## config.mk

```make
export PLATFORM = sky130hd
export DESIGN_NAME = morse_encoder_flat
export DESIGN_NICKNAME = d
export VERILOG_FILES = /design/src/rtl/morse_encoder_if.sv /design/src/rtl/morse_encoder.sv /design/src/flat_wrapper.sv
export SDC_FILE = /design/constraint.sdc
export NUM_CORES = 1
export LEC_CHECK = 0
export BUFFER_PORTS_ARGS = -buffer_cell sky130_fd_sc_hd__buf_2
export CAP_MARGIN = 25
export CORE_ASPECT_RATIO = 0.8
export CORE_MARGIN = 2
export CORE_UTILIZATION = 30
export DETAILED_ROUTE_END_ITERATION = 10
export PLACE_DENSITY = 0.5
export SLEW_MARGIN = 40
export SYNTH_ARGS = -nofsm -noshare
export SYNTH_HDL_FRONTEND = slang
export SYNTH_SLANG_ARGS = --single-unit
export TNS_END_PERCENT = 50
```

## constraint.sdc

```tcl
create_clock -name clk -period 2.67 [get_ports clk]
set_input_delay 0.267 -clock clk [delete_from_list [all_inputs] [get_ports clk]]
set_output_delay 0.267 -clock clk [all_outputs]
set_load 0.02 [all_outputs]
```

## src/rtl/morse_encoder_if.sv

```systemverilog
// -----------------------------------------------------------------------------
// morse_encoder_if
// Character handshake and key-output bundle between a character source and
// the Morse encoder.
//   char_in     source -> encoder  ASCII character to send
//   char_valid  source -> encoder  char_in is valid
//   char_ready  encoder -> source  encoder can accept a character
//   key_out     encoder -> source  Morse key, 1 = mark, 0 = space
//   busy        encoder -> source  a character or gap is in progress
//   err         encoder -> source  one-cycle pulse on an unsupported character
// Modports: master = character source, slave = encoder.
// -----------------------------------------------------------------------------
interface morse_encoder_if;
    logic [7:0] char_in;
    logic       char_valid;
    logic       char_ready;
    logic       key_out;
    logic       busy;
    logic       err;

    modport master (
        output char_in,
        output char_valid,
        input  char_ready,
        input  key_out,
        input  busy,
        input  err
    );

    modport slave (
        input  char_in,
        input  char_valid,
        output char_ready,
        output key_out,
        output busy,
        output err
    );
endinterface

```

## src/rtl/morse_encoder.sv

```systemverilog
// -----------------------------------------------------------------------------
// morse_encoder
// Transmit side of the Morse path. Takes one ASCII character per valid/ready
// handshake and keys it out with ITU timing: dot 1u, dash 3u, element gap 1u,
// character gap 3u, word gap 7u, where u = UNIT_CYCLES clock cycles.
// Ports:
//   clk    in  clock
//   rst_n  in  synchronous active-low reset
//   bus    slave modport of morse_encoder_if (char_in, char_valid in;
//          char_ready, key_out, busy, err out, all registered)
// Parameters:
//   UNIT_CYCLES  clock cycles per Morse time unit (>= 1)
// Configuration macro:
//   MORSE_ENC_DIGITS_EN  when defined, digits 0-9 are sent as 5-element codes;
//                        otherwise they are rejected like any other
//                        unsupported character.
// -----------------------------------------------------------------------------
module morse_encoder #(
    parameter int UNIT_CYCLES = 4
) (
    input  logic            clk,
    input  logic            rst_n,
    morse_encoder_if.slave  bus
);

    localparam int CW = $clog2(UNIT_CYCLES + 1);
`ifdef MORSE_ENC_DIGITS_EN
    localparam int PW = 5;
`else
    localparam int PW = 4;
`endif

    localparam logic [1:0] K_SYM   = 2'd0;
    localparam logic [1:0] K_SPACE = 2'd1;
    localparam logic [1:0] K_BAD   = 2'd2;

    localparam logic [2:0] S_IDLE     = 3'd0;
    localparam logic [2:0] S_MARK     = 3'd1;
    localparam logic [2:0] S_ELEM_GAP = 3'd2;
    localparam logic [2:0] S_CHAR_GAP = 3'd3;
    localparam logic [2:0] S_WORD_GAP = 3'd4;
    localparam logic [2:0] S_ERR      = 3'd5;

    // Returns {kind, length, pattern}; the pattern is left-aligned so the
    // MSB is always the next element to send (1 = dash).
    function automatic logic [PW+4:0] lookup(input logic [7:0] ch);
        logic [7:0]    c;
        logic [3:0]    p4;
        logic [2:0]    len;
        logic [1:0]    kind;
        logic [PW-1:0] pat;
        if (ch >= 8'h61 && ch <= 8'h7A) begin
            c = ch - 8'h20;
        end else begin
            c = ch;
        end
        kind = K_SYM;
        len  = 3'd0;
        p4   = 4'b0000;
        case (c)
            8'h41: begin len = 3'd2; p4 = 4'b0100; end // A .-
            8'h42: begin len = 3'd4; p4 = 4'b1000; end // B -...
            8'h43: begin len = 3'd4; p4 = 4'b1010; end // C -.-.
            8'h44: begin len = 3'd3; p4 = 4'b1000; end // D -..
            8'h45: begin len = 3'd1; p4 = 4'b0000; end // E .
            8'h46: begin len = 3'd4; p4 = 4'b0010; end // F ..-.
            8'h47: begin len = 3'd3; p4 = 4'b1100; end // G --.
            8'h48: begin len = 3'd4; p4 = 4'b0000; end // H ....
            8'h49: begin len = 3'd2; p4 = 4'b0000; end // I ..
            8'h4A: begin len = 3'd4; p4 = 4'b0111; end // J .---
            8'h4B: begin len = 3'd3; p4 = 4'b1010; end // K -.-
            8'h4C: begin len = 3'd4; p4 = 4'b0100; end // L .-..
            8'h4D: begin len = 3'd2; p4 = 4'b1100; end // M --
            8'h4E: begin len = 3'd2; p4 = 4'b1000; end // N -.
            8'h4F: begin len = 3'd3; p4 = 4'b1110; end // O ---
            8'h50: begin len = 3'd4; p4 = 4'b0110; end // P .--.
            8'h51: begin len = 3'd4; p4 = 4'b1101; end // Q --.-
            8'h52: begin len = 3'd3; p4 = 4'b0100; end // R .-.
            8'h53: begin len = 3'd3; p4 = 4'b0000; end // S ...
            8'h54: begin len = 3'd1; p4 = 4'b1000; end // T -
            8'h55: begin len = 3'd3; p4 = 4'b0010; end // U ..-
            8'h56: begin len = 3'd4; p4 = 4'b0001; end // V ...-
            8'h57: begin len = 3'd3; p4 = 4'b0110; end // W .--
            8'h58: begin len = 3'd4; p4 = 4'b1001; end // X -..-
            8'h59: begin len = 3'd4; p4 = 4'b1011; end // Y -.--
            8'h5A: begin len = 3'd4; p4 = 4'b1100; end // Z --..
            8'h20: kind = K_SPACE;
            default: kind = K_BAD;
        endcase
`ifdef MORSE_ENC_DIGITS_EN
        pat = {p4, 1'b0};
        if (c >= 8'h30 && c <= 8'h39) begin
            kind = K_SYM;
            len  = 3'd5;
            // 1-5: n dots then dashes; 6-9: (n-5) dashes then dots; 0: all dashes
            if (c == 8'h30) begin
                pat = 5'b11111;
            end else if (c <= 8'h35) begin
                pat = 5'b11111 >> (c[3:0]);
            end else begin
                pat = 5'b11111 << (4'd10 - c[3:0]);
            end
        end else begin
            pat = {p4, 1'b0};
        end
`else
        pat = p4;
`endif
        return {kind, len, pat};
    endfunction

    logic [2:0]    r_state;
    logic [CW-1:0] r_cyc;
    logic [2:0]    r_units;
    logic [2:0]    r_elems;
    logic [PW-1:0] r_pat;
    logic          r_key;
    logic          r_busy;
    logic          r_ready;
    logic          r_err;

    logic [PW+4:0] w_lut;
    logic [1:0]    w_kind;
    logic [2:0]    w_len;
    logic [PW-1:0] w_pat;
    logic          w_accept;
    logic          w_unit_done;
    logic          w_state_done;
    logic [2:0]    w_next_state;
    logic [2:0]    w_load_units;

    assign w_lut        = lookup(bus.char_in);
    assign w_kind       = w_lut[PW+4:PW+3];
    assign w_len        = w_lut[PW+2:PW];
    assign w_pat        = w_lut[PW-1:0];
    // r_ready is only ever high while the FSM sits in IDLE
    assign w_accept     = bus.char_valid & r_ready;
    assign w_unit_done  = (r_cyc == '0);
    assign w_state_done = w_unit_done && (r_units == 3'd0);

    // Next-state decode and the unit count (minus one) for the state entered
    always_comb begin
        w_next_state = r_state;
        w_load_units = 3'd0;
        case (r_state)
            S_IDLE: begin
                if (w_accept) begin
                    if (w_kind == K_SYM) begin
                        w_next_state = S_MARK;
                        w_load_units = w_pat[PW-1] ? 3'd2 : 3'd0;
                    end else if (w_kind == K_SPACE) begin
                        w_next_state = S_WORD_GAP;
                        w_load_units = 3'd6;
                    end else begin
                        w_next_state = S_ERR;
                        w_load_units = 3'd0;
                    end
                end else begin
                    w_next_state = S_IDLE;
                end
            end
            S_MARK: begin
                if (w_state_done) begin
                    if (r_elems > 3'd1) begin
                        w_next_state = S_ELEM_GAP;
                        w_load_units = 3'd0;
                    end else begin
                        w_next_state = S_CHAR_GAP;
                        w_load_units = 3'd2;
                    end
                end else begin
                    w_next_state = S_MARK;
                end
            end
            S_ELEM_GAP: begin
                if (w_state_done) begin
                    // pattern was already shifted when the previous mark ended
                    w_next_state = S_MARK;
                    w_load_units = r_pat[PW-1] ? 3'd2 : 3'd0;
                end else begin
                    w_next_state = S_ELEM_GAP;
                end
            end
            S_CHAR_GAP, S_WORD_GAP: begin
                if (w_state_done) begin
                    w_next_state = S_IDLE;
                end else begin
                    w_next_state = r_state;
                end
            end
            S_ERR: begin
                w_next_state = S_IDLE;
            end
            default: begin
                w_next_state = S_IDLE;
            end
        endcase
    end

    // State register and outputs decoded from the state being entered
    always_ff @(posedge clk) begin
        if (!rst_n) begin
            r_state <= S_IDLE;
            r_key   <= 1'b0;
            r_busy  <= 1'b0;
            r_ready <= 1'b1;
            r_err   <= 1'b0;
        end else begin
            r_state <= w_next_state;
            r_key   <= (w_next_state == S_MARK);
            r_busy  <= (w_next_state != S_IDLE);
            r_ready <= (w_next_state == S_IDLE);
            r_err   <= (w_next_state == S_ERR);
        end
    end

    // Unit timer: reloads on every state change, frozen while idle
    always_ff @(posedge clk) begin
        if (!rst_n) begin
            r_cyc   <= '0;
            r_units <= 3'd0;
        end else if (w_next_state != r_state) begin
            r_cyc   <= CW'(UNIT_CYCLES - 1);
            r_units <= w_load_units;
        end else if (r_state == S_IDLE) begin
            r_cyc   <= r_cyc;
            r_units <= r_units;
        end else if (w_unit_done) begin
            r_cyc   <= CW'(UNIT_CYCLES - 1);
            r_units <= r_units - 3'd1;
        end else begin
            r_cyc   <= r_cyc - CW'(1);
            r_units <= r_units;
        end
    end

    // Element pattern and remaining-element count
    always_ff @(posedge clk) begin
        if (!rst_n) begin
            r_pat   <= '0;
            r_elems <= 3'd0;
        end else if ((r_state == S_IDLE) && w_accept && (w_kind == K_SYM)) begin
            r_pat   <= w_pat;
            r_elems <= w_len;
        end else if ((r_state == S_MARK) && w_state_done) begin
            r_pat   <= r_pat << 1;
            r_elems <= r_elems - 3'd1;
        end else begin
            r_pat   <= r_pat;
            r_elems <= r_elems;
        end
    end

    assign bus.char_ready = r_ready;
    assign bus.key_out    = r_key;
    assign bus.busy       = r_busy;
    assign bus.err        = r_err;

endmodule

```

## src/flat_wrapper.sv

```systemverilog
// flat-port wrapper written by rule: the top's interface ports become plain ports
module morse_encoder_flat 
#(
    parameter int UNIT_CYCLES = 4
)
  (clk, rst_n, bus_char_in, bus_char_valid, bus_char_ready, bus_key_out, bus_busy, bus_err);
  morse_encoder_if bus_i ();
  input  logic clk;
  input  logic rst_n;
  input wire logic [$bits(bus_i.char_in)-1:0] bus_char_in;
  input wire logic [$bits(bus_i.char_valid)-1:0] bus_char_valid;
  output wire logic [$bits(bus_i.char_ready)-1:0] bus_char_ready;
  output wire logic [$bits(bus_i.key_out)-1:0] bus_key_out;
  output wire logic [$bits(bus_i.busy)-1:0] bus_busy;
  output wire logic [$bits(bus_i.err)-1:0] bus_err;
  assign bus_i.char_in = bus_char_in;
  assign bus_i.char_valid = bus_char_valid;
  assign bus_char_ready = bus_i.char_ready;
  assign bus_key_out = bus_i.key_out;
  assign bus_busy = bus_i.busy;
  assign bus_err = bus_i.err;
  morse_encoder #(.UNIT_CYCLES(UNIT_CYCLES)) u_core (.clk(clk), .rst_n(rst_n), .bus(bus_i));
endmodule
```

---- After elaboration in Yosys (flattened, before gate mapping) ----
Index checks and enable logic that the tools add are counted.
storage, ports and cells
  bits of input ports ..................... 11
  bits in read-only memories .............. 0
  output and inout port bits .............. 4
  bits in latches ......................... 0
  word-level logic and storage cells ...... 113
  memory bits (writable) .................. 0
  register bits ........................... 20
  memories ................................ 0
cells by class
  eq/ne operators ......................... 36
  reduce and logical (&&, ||, !) cells .... 27
  multiplexer cells ....................... 31
  add/sub/neg operators ................... 4
  magnitude comparators ................... 3
  bitwise logic cells ..................... 2
  multipliers ............................. 0
  shifts and indexed selects .............. 0
  divide/modulo/power cells ............... 0
operators by type and width
  operator                                                                              number
  8-bit by 7-bit == test with 1-bit output (second input constant)                      26
  4-bit case mux with 12 select lines                                                   1
  3-bit two-way mux                                                                     14
  26-bit OR reduction                                                                   1
  3-bit case mux with 4 select lines                                                    2
  2-bit two-way mux                                                                     7
  3-bit logical NOT                                                                     4
  12-bit OR reduction                                                                   1
  2-bit OR reduction                                                                    6
  3-bit case mux with 3 select lines                                                    1
  3-bit by 1-bit subtractor with 3-bit output (second input constant)                   3
  8-bit by 6-bit == test with 1-bit output (second input constant)                      1
  8-bit by 7-bit greater-or-equal comparator with 1-bit output (second input constant)  1
  8-bit by 7-bit <= comparator with 1-bit output (second input constant)                1
  4-bit two-way mux                                                                     2
  8-bit two-way mux                                                                     1
  4-bit OR reduction                                                                    2
  8-bit OR reduction                                                                    1
  8-bit by 6-bit subtractor with 8-bit output (second input constant)                   1
  3-bit by 1-bit == test with 1-bit output (second input constant)                      2
  3-bit by 2-bit == test with 1-bit output (second input constant)                      2
  3-bit == test (second input constant)                                                 2
  3-bit OR reduction                                                                    2
  1-bit logical AND                                                                     5
  12 further kinds                                                                      14

---- Longest topological paths before layout ----
Gate-level depths: netlist (run 1).
  depth in word-level cells ............... 14
  mapped depth ............................ 8
  mapped depth without buffers ............ 7

---- Least setup slack after synthesis (run 1) ----
No wires, ideal clock.
  path type ............................... reg2reg
  start ................................... reg u_core.r_state[2]
  end ..................................... reg u_core.r_elems[1]
  data required time ...................... 2558 ps
  stages on the path, launching flop included .. 7
  arrival ................................. 1798 ps
  clock period less this slack ............ 1910 ps
  buffers on the path ..................... 1
  setup time .............................. 112 ps
  setup slack ............................. 760 ps
  path through ............................ dfxtp_1 buf_6 nor3_4 nand3_2 or4_4 and2_0 a2111oi_1
on the way
  cells in the longest elaborated chain, start to end .. 4
  elaborated cells between the ends (all ways) .. 7
  those cells by class .................... eq/ne: 1; mux: 1; reduce/logical: 5
ends and longest elaborated chain
  what                                                     RTL line              RTL
  start: declaration                                       morse_encoder.sv:112  logic [2:0] r_state;
  start signal: assignment                                 morse_encoder.sv:209  r_state <= w_next_state;
  3-bit logical NOT                                        morse_encoder.sv:242  end else if ((r_state == S_IDLE) && w_accept && (w_kind == K_SYM)) begin
  1-bit logical AND (2 in series)                          morse_encoder.sv:242
  3-bit two-way mux or 2-bit nonzero test (tied branches)  -
  end signal: assignment                                   morse_encoder.sv:244  r_elems <= w_len;
  end signal: assignment                                   morse_encoder.sv:247  r_elems <= r_elems - 3'd1;
  end signal: assignment                                   morse_encoder.sv:250  r_elems <= r_elems;
  end: declaration                                         morse_encoder.sv:115  logic [2:0] r_elems;
Several ways; a longest one is shown, not always the timed one.
A chain may end at the register's enable or synchronous reset.

---- Worst setup path after layout (run 1) ----
  start ................................... reg u_core.r_state[1]
  end ..................................... reg u_core.r_pat[1]
on the way
  cells in the longest elaborated chain, start to end .. 4
  elaborated cells between the ends (all ways) .. 7
  those cells by class .................... eq/ne: 1; mux: 1; reduce/logical: 5
ends and longest elaborated chain
  what                                                     RTL line              RTL
  3-bit logical NOT                                        morse_encoder.sv:242
  1-bit logical AND (2 in series)                          morse_encoder.sv:242
  4-bit two-way mux or 2-bit nonzero test (tied branches)  -
  end signal: assignment                                   morse_encoder.sv:243  r_pat <= w_pat;
  end signal: assignment                                   morse_encoder.sv:246  r_pat <= r_pat << 1;
  end signal: assignment                                   morse_encoder.sv:249  r_pat <= r_pat;
  end: declaration                                         morse_encoder.sv:116  logic [PW-1:0] r_pat;
Several ways; a longest one is shown, not always the timed one.

==> results_dict.tcl, run 1 <==
set metrics [dict create \
    slew_viol_final 0 \
    instances_no_fill 269 \
    final_period_minus_worst_setup_slack_ns 2.252 \
    finalPower_mw 1.732 \
    cts-root-to-sink-buffers 2 \
    aggregate_global_routing_overflow 0 \
    post-cts-setup-buffer-count 0 \
    rsz0062_at_grt "false" \
    core_area_sq_um 4979 \
    critPathKind "reg -> reg" \
    port_buffers 14 \
    timing.final.setup_violations 0 \
    dp_wirelength_um 2606 \
    worst_ep_arrival_time_ns 2.38 \
    drv.max_cap_violation_count 0 \
    timing.max_slew.rel_slack_pct 62.43 \
    cts_repair_resize_count 0 \
    final_nets 226 \
    area_growth_from_synthesis_to_final_layout_pct 11.43 \
    avgSynthCellArea_sq_um 7.625 \
    syn_nets 219 \
    detailedPlace.worstSlack_ns 0.3899 \
    floorplan.die_area_sq_um 5700 \
    worst_hold_path_type "in -> reg" \
    synthCells 201 \
    count_of_cell_types_in_the_netlist 56 \
    dominantRegCellSynth "sky130_fd_sc_hd__dfxtp_1" \
    grt_start_max_net_pins 20 \
    ioPinCount 15 \
    share_of_flip_flops_with_an_asynchronous_set_or_reset_after_synthesis_pct 0 \
    place.gp.congestion 0.7421 \
    dr.pass1.iters 4 \
    route.antenna.remaining_nets 0 \
    detailedRoute.firstIterationViolations 111 \
    first_global_vias 1215 \
    setup_total_negative_slack_ns 0 \
    grt_util_all_layers_pct 12.64 \
    via_per_inst 5.320 \
    path_max_fanout 14 \
    power.density_cell_area_nw_per_um2 1014 \
    fraction_of_final_layout_cells_with_drive_strength_greater_than_1_pct 14.01 \
    drt-wirelength-per-cell_um 13.27 \
    netlist_area_sq_um 1533 \
    biggest_area_contributors_in_the_synthesized_netlist "sky130_fd_sc_hd__dfxtp_1 (26%), sky130_fd_sc_hd__a21oi_1 (6.2%), sky130_fd_sc_hd__ha_1 (5.7%)" \
    tightestPinTransition_ns 0.5494 \
    ys_seq_elements 20 \
    dpl.cell_count 265 \
    run_status "finished, final reports clean" \
    worst_skew_pair.late_latency_ns 0.26 \
    postCtsHoldBufs 0 \
    synth_top_area_cell "sky130_fd_sc_hd__dfxtp_1" \
    die_wd_um 83.92 \
    whs_ns 0.2967 \
    cts_root_buffer "sky130_fd_sc_hd__clkbuf_8" \
    tritoncts "done" \
    vias 1431 \
    routed_wl_um 3569 \
    num_antenna_cells 0 \
    h_tree_levels 1 \
    worstSetupStartpointType "register" \
    initial_utilization_pct 30.79 \
    worst_setup_path_end_kind "register" \
    finalWorstSetupSlack_ns 0.4179 \
    timing.critical_path.required_ns 2.80 \
    cellLeakagePower_nw 0.6746 \
    ys_seq_area_share_pct 26.12 \
    hold_viol_final 0 \
    drcViolationCount 0 \
    cts_buffers 3 \
    clkTransAtPathRegs_ns 0.08 \
    timing.fmax_ghz 0.4440 \
    synth_warnings 0 \
    grt_pass1_wl_um 5789 \
    layout.core_utilization_pct 34.31 \
    vdd_drop_max_mv 0.4382 \
    antenna_found_initial 0 \
    rows 23 \
    design_area_sq_um 1708 \
    tritoncts_num_sinks 20 \
    placed_instance_area_sq_um 1637 \
    fin_skew_ns 0.0009454 \
    synth_top_cell_area_share_pct 26.12 \
    dieHeight_um 67.93 \
    count_of_flip_flops_with_a_built_in_enable_after_synthesis 0 \
    fin_crit_sh_pct 84.35 \
]
-- cell type report --
class                      instances  area [sq um]
clock buffer                       3         41.29
clock inverter                     1         30.03
fill                             523          3271
inverter                          12         45.04
multi-input combinational        154          1021
sequential                        20         400.4
tap                               62         77.57
timing repair buffer              17         92.59
-- metal layers --
| layer | routed length (um) | vias to the layer above | share of wire, % | track usage (%) |
|---|---|---|---|---|
| met5 | 0 | - | 0 | 0 |
| met4 | 7 | 0 | 0.20 | 1.613 |
| met3 | 146 | 3 | 4.1 | 3.257 |
| met2 | 1470 | 34 | 41 | 19.30 |
| met1 | 1945 | 656 | 54 | 18.42 |
| li1 | - | 738 | - | - |
-- placed cells by master, fill, tap and decap left out, types with 3 or more instances in the layout --
cell | synthesis | final
sky130_fd_sc_hd__o21ai_0 | 13 | 13
sky130_fd_sc_hd__mux2i_1 | 4 | 4
sky130_fd_sc_hd__inv_1 | 12 | 12
sky130_fd_sc_hd__or3_1 | 3 | 3
sky130_fd_sc_hd__nor2_1 | 13 | 13
sky130_fd_sc_hd__nor4_1 | 3 | 3
sky130_fd_sc_hd__clkbuf_8 | 0 | 3
sky130_fd_sc_hd__nand2b_1 | 7 | 7
sky130_fd_sc_hd__ha_1 | 7 | 7
sky130_fd_sc_hd__nand2_1 | 14 | 14
sky130_fd_sc_hd__nor3_1 | 5 | 5
sky130_fd_sc_hd__buf_4 | 0 | 3
sky130_fd_sc_hd__a211oi_1 | 3 | 3
sky130_fd_sc_hd__dfxtp_1 | 20 | 20
sky130_fd_sc_hd__a21oi_1 | 19 | 19
sky130_fd_sc_hd__buf_2 | 2 | 14
sky130_fd_sc_hd__nand3_1 | 4 | 4
sky130_fd_sc_hd__o22ai_1 | 4 | 4
sky130_fd_sc_hd__nor2b_1 | 4 | 4
sky130_fd_sc_hd__xnor2_1 | 3 | 3
-- where the power goes --
| part | switching, mW | internal (mW) |
|---|---|---|
| combinational | 0.547 | 0.401 |
| clock | 0.112 | 0.200 |
| sequential | 0.0739 | 0.398 |
| total | 0.733 | 0.999 |
-- worst max-delay path: stages, from the launching register on --
cell and delay, ns:
sky130_fd_sc_hd__dfxtp_1 0.39, sky130_fd_sc_hd__nor3_4 0.30, sky130_fd_sc_hd__nand3_2 0.19, sky130_fd_sc_hd__or4_4 0.66
sky130_fd_sc_hd__a2111oi_0 0.48, sky130_fd_sc_hd__a211oi_1 0.10
-- kinds of logic (layout without fill, tap and decap cells) --
group / Yosys count / after routing / synth area share [%]
AND/OR/NAND/NOR: 74 / 74 / 28.49
adder cells (fa/ha/maj): 7 / 7 / 5.714
AO/OA/AOI/OAI: 64 / 64 / 26.77
XOR/XNOR: 4 / 4 / 2.286
buffers and inverters: 27 / 33 / 7.265
flip-flops: 20 / 20 / 26.12
multiplexers: 5 / 5 / 3.347
-- worst paths after layout --
path                               endpoint  depth (start not counted)  slack [ns]                         start
max            u_core.r_pat[1]$_SDFFE_PN0P_                          5        0.42  u_core.r_state[1]$_SDFF_PN0_
min reg2reg    u_core.r_pat[3]$_SDFFE_PN0P_                          2        0.51  u_core.r_pat[2]$_SDFFE_PN0P_
max reg2reg    u_core.r_pat[1]$_SDFFE_PN0P_                          5        0.42  u_core.r_state[1]$_SDFF_PN0_
min          u_core.r_units[2]$_SDFFE_PN0P_                          3        0.30                         rst_n
-- flip-flops by register name, summed over array words and instances, names as in the netlist --
| name | flops |
|---|---|
| u_core.r_state | 3 |
| u_core.bus.err | 1 |
| u_core.r_cyc | 3 |
| u_core.bus.char_ready | 1 |
| u_core.r_elems | 3 |
| u_core.r_pat | 4 |
| u_core.bus.key_out | 1 |
| u_core.bus.busy | 1 |
| u_core.r_units | 3 |
-- synthesized netlist by cell type (4+ instances only) --
cell type / n
sky130_fd_sc_hd__nor2b_1: 4
sky130_fd_sc_hd__o22ai_1: 4
sky130_fd_sc_hd__o21ai_0: 13
sky130_fd_sc_hd__nor3_1: 5
sky130_fd_sc_hd__nor2_1: 13
sky130_fd_sc_hd__nand2_1: 14
sky130_fd_sc_hd__clkbuf_1: 11
sky130_fd_sc_hd__a21oi_1: 19
sky130_fd_sc_hd__mux2i_1: 4
sky130_fd_sc_hd__nand3_1: 4
sky130_fd_sc_hd__inv_1: 12
sky130_fd_sc_hd__nand2b_1: 7
sky130_fd_sc_hd__ha_1: 7
sky130_fd_sc_hd__dfxtp_1: 20
(Power assumes the default switching activity.)
==> run 2, diff against run 1 <==
==> constraint.sdc (replaced) <==
create_clock -name clk -period 2.1 [get_ports clk]
set_input_delay 0.21 -clock clk [delete_from_list [all_inputs] [get_ports clk]]
set_output_delay 0.21 -clock clk [all_outputs]
set_load 0.02 [all_outputs]
==> run 2 against run 1 <==
Compared with the run above:
- clock power increased by 27%
- setup slack got worse by 0.26 ns
- register-to-register slack got worse by 0.26 ns
- critical path depth unchanged
- power increased by 32%
- global-route usage increased by 0.75 points
- die area unchanged
- fmax increased by 16%
- final cell count increased by 4.1%
- largest cell class unchanged
==> results_dict.tcl, run 2 (same netlist as run 1, synthesis figures left out) <==
set metrics [dict create \
    path_max_fanout 11 \
    worst_setup_path_end_kind "register" \
    met3RoutedLength_um 134 \
    cellLeakagePower_nw 0.7266 \
    h_tree_levels 1 \
    power.internal_mw 1.349 \
    fraction_of_final_layout_cells_with_drive_strength_greater_than_1_pct 18.35 \
    rsz0062_at_grt "false" \
    first_global_vias 1280 \
    finalPower_mw 2.287 \
    route.antenna.remaining_nets 0 \
    max_reg_flops 4 \
    postCtsHoldBufs 0 \
    cp.buffers_inverters 0 \
    dr.pass1.iters 5 \
    worst_skew_pair.late_latency_ns 0.26 \
    routed_wl_um 3638 \
    instances_no_fill 280 \
    via_per_inst 5.157 \
    drv.max_cap_violation_count 0 \
    power_switching_mw 0.9380 \
    cts-root-to-sink-buffers 2 \
    vias 1444 \
    fillerInstances 545 \
    met2_length_um 1550 \
    most_common_library_cell_in_the_layout_ignoring_fill_and_taps "sky130_fd_sc_hd__dfxtp_1" \
    timing.critical_path.slowest_stage_cell "sky130_fd_sc_hd__or4_4" \
    aggregate_global_routing_overflow 0 \
    multi_input_comb_area_sq_um 1021 \
    finalWorstSetupSlack_ns 0.1601 \
    final_period_minus_worst_setup_slack_ns 1.940 \
    slew_viol_final 0 \
    drt-wirelength-per-cell_um 12.99 \
    area_growth_from_synthesis_to_final_layout_pct 16.82 \
    comb_power_share_pct 56.5 \
    wl_met1_um 1923 \
    grt_start_max_net_pins 18 \
    worst_ep_arrival_time_ns 2.10 \
    timing.critical_path.required_ns 2.26 \
    run_status "finished, final reports clean" \
    leading_cell_types_in_the_layout_fill_and_taps_excluded "sky130_fd_sc_hd__dfxtp_1 (20), sky130_fd_sc_hd__a21oi_1 (19), sky130_fd_sc_hd__nand2_1 (14), sky130_fd_sc_hd__buf_2 (14), sky130_fd_sc_hd__buf_4 (14)" \
    dieHeight_um 67.93 \
    worst_hold_path_type "in -> reg" \
    highest-signal-layer "met4" \
    fin_skew_ns 0.001460 \
    detailedRoute.firstIterationViolations 69 \
    cts_root_buffer "sky130_fd_sc_hd__clkbuf_8" \
    port_buffers 14 \
    antenna_found_initial 0 \
    vdd_drop_max_mv 0.6775 \
    drcViolationCount 0 \
    grt_util_all_layers_pct 13.39 \
    grt_pass1_wl_um 6134 \
    clkPwrFrac_pct 17.3 \
    critical-path-max-stage-delay_ns 0.63 \
    ioPinCount 15 \
    clkTransAtPathRegs_ns 0.08 \
    registers.top_by_ff_count "u_core.r_pat" \
    die_wd_um 83.92 \
    setup_total_negative_slack_ns 0 \
    crit_family "simple AND/OR/NAND/NOR gates" \
    tritoncts_num_sinks 20 \
    whs_ns 0.2390 \
    timing.fmax_ghz 0.5155 \
    num_antenna_cells 0 \
    power.density_cell_area_nw_per_um2 1278 \
    place.gp.congestion 0.7835 \
    initial_utilization_pct 30.79 \
    post-cts-setup-buffer-count 0 \
    design_area_sq_um 1790 \
    final_nets 237 \
    rows 23 \
    floorplan.die_area_sq_um 5700 \
    fin_crit_sh_pct 92.38 \
    cts_repair_resize_count 0 \
    dp_wirelength_um 2731 \
    placed_instance_area_sq_um 1719 \
    seqPwrFrac_pct 26.2 \
    tritoncts "done" \
    cts_buffers 3 \
    cell_chain_critical_path "nor3_4 -> nand3_2 -> or4_4 -> and2_0 -> a2111oi_1" \
    timing.max_slew.rel_slack_pct 61.32 \
    layout.core_utilization_pct 35.96 \
    tightestPinTransition_ns 0.5795 \
    hold_viol_final 0 \
    detailedPlace.worstSlack_ns 0.05939 \
    timing.final.setup_violations 0 \
    critPathKind "reg -> reg" \
    core_area_sq_um 4979 \
    worstSetupStartpointType "register" \
    dpl.cell_count 276 \
    power_switching_share_pct 41.01 \
    area.sequential_sq_um 400.4 \
]
run 2: cell types whose count changed in the layout (fill, tap and decap cells not counted), sizes merged:
cell and delta:
buf +11
run 2: worst reg2reg max path: cells and delay by family, from the launching register on:
family / cells / cell delay (ns)
AND/OR/NAND/NOR: 4 / 1.13
flip-flops: 1 / 0.38
AO/OA/AOI/OAI: 1 / 0.32
run 2: layout make-up:
type,instances,area share (%)
tap,62,4.333
timing repair buffer,28,9.783
clock buffer,3,2.306
inverter,12,2.516
sequential,20,22.36
clock inverter,1,1.677
multi-input combinational,154,57.02
run 2: per-layer routing:
layer	vias up	GRT usage, %
li1	760	-
met1	656	18.81
met2	24	21.30
met3	4	3.498
met4	0	1.815
met5	-	0
run 2: path summary, 6_finish.rpt:
| path | to | depth (start not counted) | startpoint | slack (ns) |
|---|---|---|---|---|
| min reg2reg | u_core.r_pat[0]$_SDFFE_PN0P_ | 2 | u_core.r_pat[0]$_SDFFE_PN0P_ | 0.51 |
| min | u_core.r_units[2]$_SDFFE_PN0P_ | 3 | rst_n | 0.24 |
| max | u_core.r_elems[1]$_SDFFE_PN0P_ | 5 | u_core.r_state[1]$_SDFF_PN0_ | 0.16 |
| max reg2reg | u_core.r_elems[1]$_SDFFE_PN0P_ | 5 | u_core.r_state[1]$_SDFF_PN0_ | 0.16 |
run 2: power groups by stage:
stage                     combinational, mW  clock (mW)  sequential [mW]
after floorplan                       0.908           0            0.622
after global placement                 1.29           0            0.611
after detailed placement               1.29           0            0.608
after CTS                              1.30       0.405            0.601
after global routing                   1.47       0.415            0.617
final                                  1.29       0.396            0.599
==> run 3, diff against run 2 <==
--- a/config.mk
+++ b/config.mk
@@ -11,8 +11,7 @@
 export CORE_MARGIN = 2
 export CORE_UTILIZATION = 30
 export DETAILED_ROUTE_END_ITERATION = 10
-export PLACE_DENSITY = 0.5
-export SLEW_MARGIN = 40
+export PLACE_DENSITY = 0.52
 export SYNTH_ARGS = -nofsm -noshare
 export SYNTH_HDL_FRONTEND = slang
 export SYNTH_SLANG_ARGS = --single-unit
==> constraint.sdc (replaced) <==
create_clock -name clk -period 1.57 [get_ports clk]
set_input_delay 0.157 -clock clk [delete_from_list [all_inputs] [get_ports clk]]
set_output_delay 0.157 -clock clk [all_outputs]
set_load 0.02 [all_outputs]
==> run 3 against run 2 <==
Compared with the run above:
- the flow now finishes with violations (negative setup slack)
- non-clock buffer count grew 36
- clock skew grew 0.0040 ns
- setup slack lost 0.27 ns
- final cell count grew 13%
==> results_dict.tcl, run 3 (same netlist as run 1, synthesis figures left out) <==
set metrics [dict create \
    run_status "finished, violations left" \
    violations "negative setup slack" \
    power.density_cell_area_nw_per_um2 1745 \
    worst_ep_arrival_time_ns 1.87 \
    rsz0062_at_grt "true" \
    timing.final.setup_violations 14 \
    clkPwrFrac_pct 10.3 \
    worst_skew_pair.late_latency_ns 0.26 \
    design_area_sq_um 2260 \
    critPathKind "reg -> reg" \
    h_tree_levels 1 \
    finalWorstSetupSlack_ns -0.1138 \
    cts_buffers 3 \
    grt_start_max_net_pins 18 \
    antenna_found_initial 0 \
    power.internal_mw 2.381 \
    clkTransAtPathRegs_ns 0.08 \
    place.gp.congestion 0.8109 \
    rows 23 \
    initial_utilization_pct 30.79 \
    dr.pass1.iters 4 \
    final_nets 273 \
    port_buffers 14 \
    core_area_sq_um 4979 \
    drv.max_cap_violation_count 0 \
    tightestPinTransition_ns 0.6228 \
    slew_viol_final 0 \
    worstSetupStartpointType "register" \
    drt-wirelength-per-cell_um 12.91 \
    multi_input_comb_area_sq_um 1210 \
    placed_instance_area_sq_um 1988 \
    cellLeakagePower_nw 0.9247 \
    first_global_vias 1465 \
    die_wd_um 83.92 \
    grt_pass1_wl_um 6858 \
    area.sequential_sq_um 407.9 \
    path_max_fanout 7 \
    cts_root_buffer "sky130_fd_sc_hd__clkbuf_8" \
    max_reg_flops 4 \
    dieHeight_um 67.93 \
    num_antenna_cells 0 \
    via_per_inst 5.114 \
    seqPwrFrac_pct 20.8 \
    routed_wl_um 4078 \
    worst_hold_path_type "in -> reg" \
    drcViolationCount 0 \
    floorplan.die_area_sq_um 5700 \
    postCtsHoldBufs 0 \
    fin_crit_sh_pct 107.3 \
    detailedRoute.firstIterationViolations 41 \
    vdd_drop_max_mv 1.121 \
    tritoncts "done" \
    route.antenna.remaining_nets 0 \
    registers.top_by_ff_count "u_core.r_pat" \
    whs_ns 0.1879 \
    dp_wirelength_um 3000 \
    power_switching_share_pct 39.63 \
    vias 1616 \
    comb_power_share_pct 68.9 \
    tritoncts_num_sinks 20 \
    fin_skew_ns 0.005477 \
    timing.fmax_ghz 0.5939 \
    hold_viol_final 0 \
    fraction_of_final_layout_cells_with_drive_strength_greater_than_1_pct 44.49 \
    leading_cell_types_in_the_layout_fill_and_taps_excluded "sky130_fd_sc_hd__buf_4 (45), sky130_fd_sc_hd__nand2_1 (14), sky130_fd_sc_hd__a21oi_1 (14), sky130_fd_sc_hd__buf_2 (14), sky130_fd_sc_hd__dfxtp_1 (14)" \
    area_growth_from_synthesis_to_final_layout_pct 47.43 \
    aggregate_global_routing_overflow 0 \
    timing.critical_path.required_ns 1.76 \
    power_switching_mw 1.563 \
    final_period_minus_worst_setup_slack_ns 1.684 \
    grt_util_all_layers_pct 15.02 \
    cts-root-to-sink-buffers 2 \
    timing.max_slew.rel_slack_pct 58.43 \
    ioPinCount 15 \
    fillerInstances 506 \
    most_common_library_cell_in_the_layout_ignoring_fill_and_taps "sky130_fd_sc_hd__buf_4" \
    worst_setup_path_end_kind "register" \
]
-- run 3: path summary, 6_finish.rpt --
check	cells after the start	slack, ns	to	from
worst max-delay path	7	-0.11	u_core.bus.key_out$_SDFF_PN0_	u_core.r_units[0]$_SDFFE_PN0P_
worst min-delay path	2	0.19	u_core.r_elems[2]$_SDFFE_PN0P_	rst_n
worst max register to register	7	-0.11	u_core.bus.key_out$_SDFF_PN0_	u_core.r_units[0]$_SDFFE_PN0P_
worst min register to register	2	0.48	u_core.r_pat[0]$_SDFFE_PN0P_	u_core.r_pat[0]$_SDFFE_PN0P_
-- run 3: metrics by stage --
step | utilization [%] | worst slack, ns | setup TNS [ns] | total power, mW | cells
final | 45.39 | -0.1138 | -0.9527 | 3.944 | 316
after global routing | 45.39 | -0.1905 | -2.023 | 4.287 | 316
after CTS | 43.55 | -0.1341 | -1.094 | 3.666 | 313
after detailed placement | 39.93 | -0.3514 | -3.973 | 2.915 | 306
after global placement | 39.93 | -0.3097 | -3.528 | 2.913 | 306
after floorplan | - | -0.1292 | -1.171 | 2.081 | 201
-- run 3: what timing repair did --
item,CTS,global route
buffers inserted,3,4
pin swaps,5,5
endpoints found under the setup margin,16,18
gates resized for setup,27,15
-- run 3: cell type report --
class,count,share of cell area [%]
clock buffer,4,2.436
timing repair buffer,64,20.54
tap,62,3.433
inverter,12,1.993
sequential,20,18.05
multi-input combinational,154,53.54
-- run 3: layer usage --
| metal | vias to the layer above | GRT usage, % | routed length [um] |
|---|---|---|---|
| met2 | 10 | 23.90 | 1840 |
| met4 | 0 | 3.831 | 38 |
| li1 | 841 | - | - |
| met3 | 4 | 3.257 | 62 |
| met1 | 761 | 20.84 | 2137 |
| met5 | - | 0 | 0 |
-- run 3: critical path, cell delays in order, from the launching register on --
cell and delay (ns):
sky130_fd_sc_hd__dfxtp_2 0.33, sky130_fd_sc_hd__inv_2 0.07, sky130_fd_sc_hd__ha_4 0.13, sky130_fd_sc_hd__nor4bb_4 0.28, sky130_fd_sc_hd__buf_6 0.17, sky130_fd_sc_hd__mux2i_2 0.23, sky130_fd_sc_hd__o221a_2 0.24, sky130_fd_sc_hd__nor3b_2 0.15
-- run 3: power by group through the flow --
stage | registers (mW) | clock network [mW] | logic (mW)
after floorplan | 0.834 | 0 | 1.25
after global placement | 0.792 | 0 | 2.12
after detailed placement | 0.794 | 0 | 2.12
after CTS | 0.809 | 0.420 | 2.44
after global routing | 0.844 | 0.442 | 3.00
final | 0.821 | 0.405 | 2.72
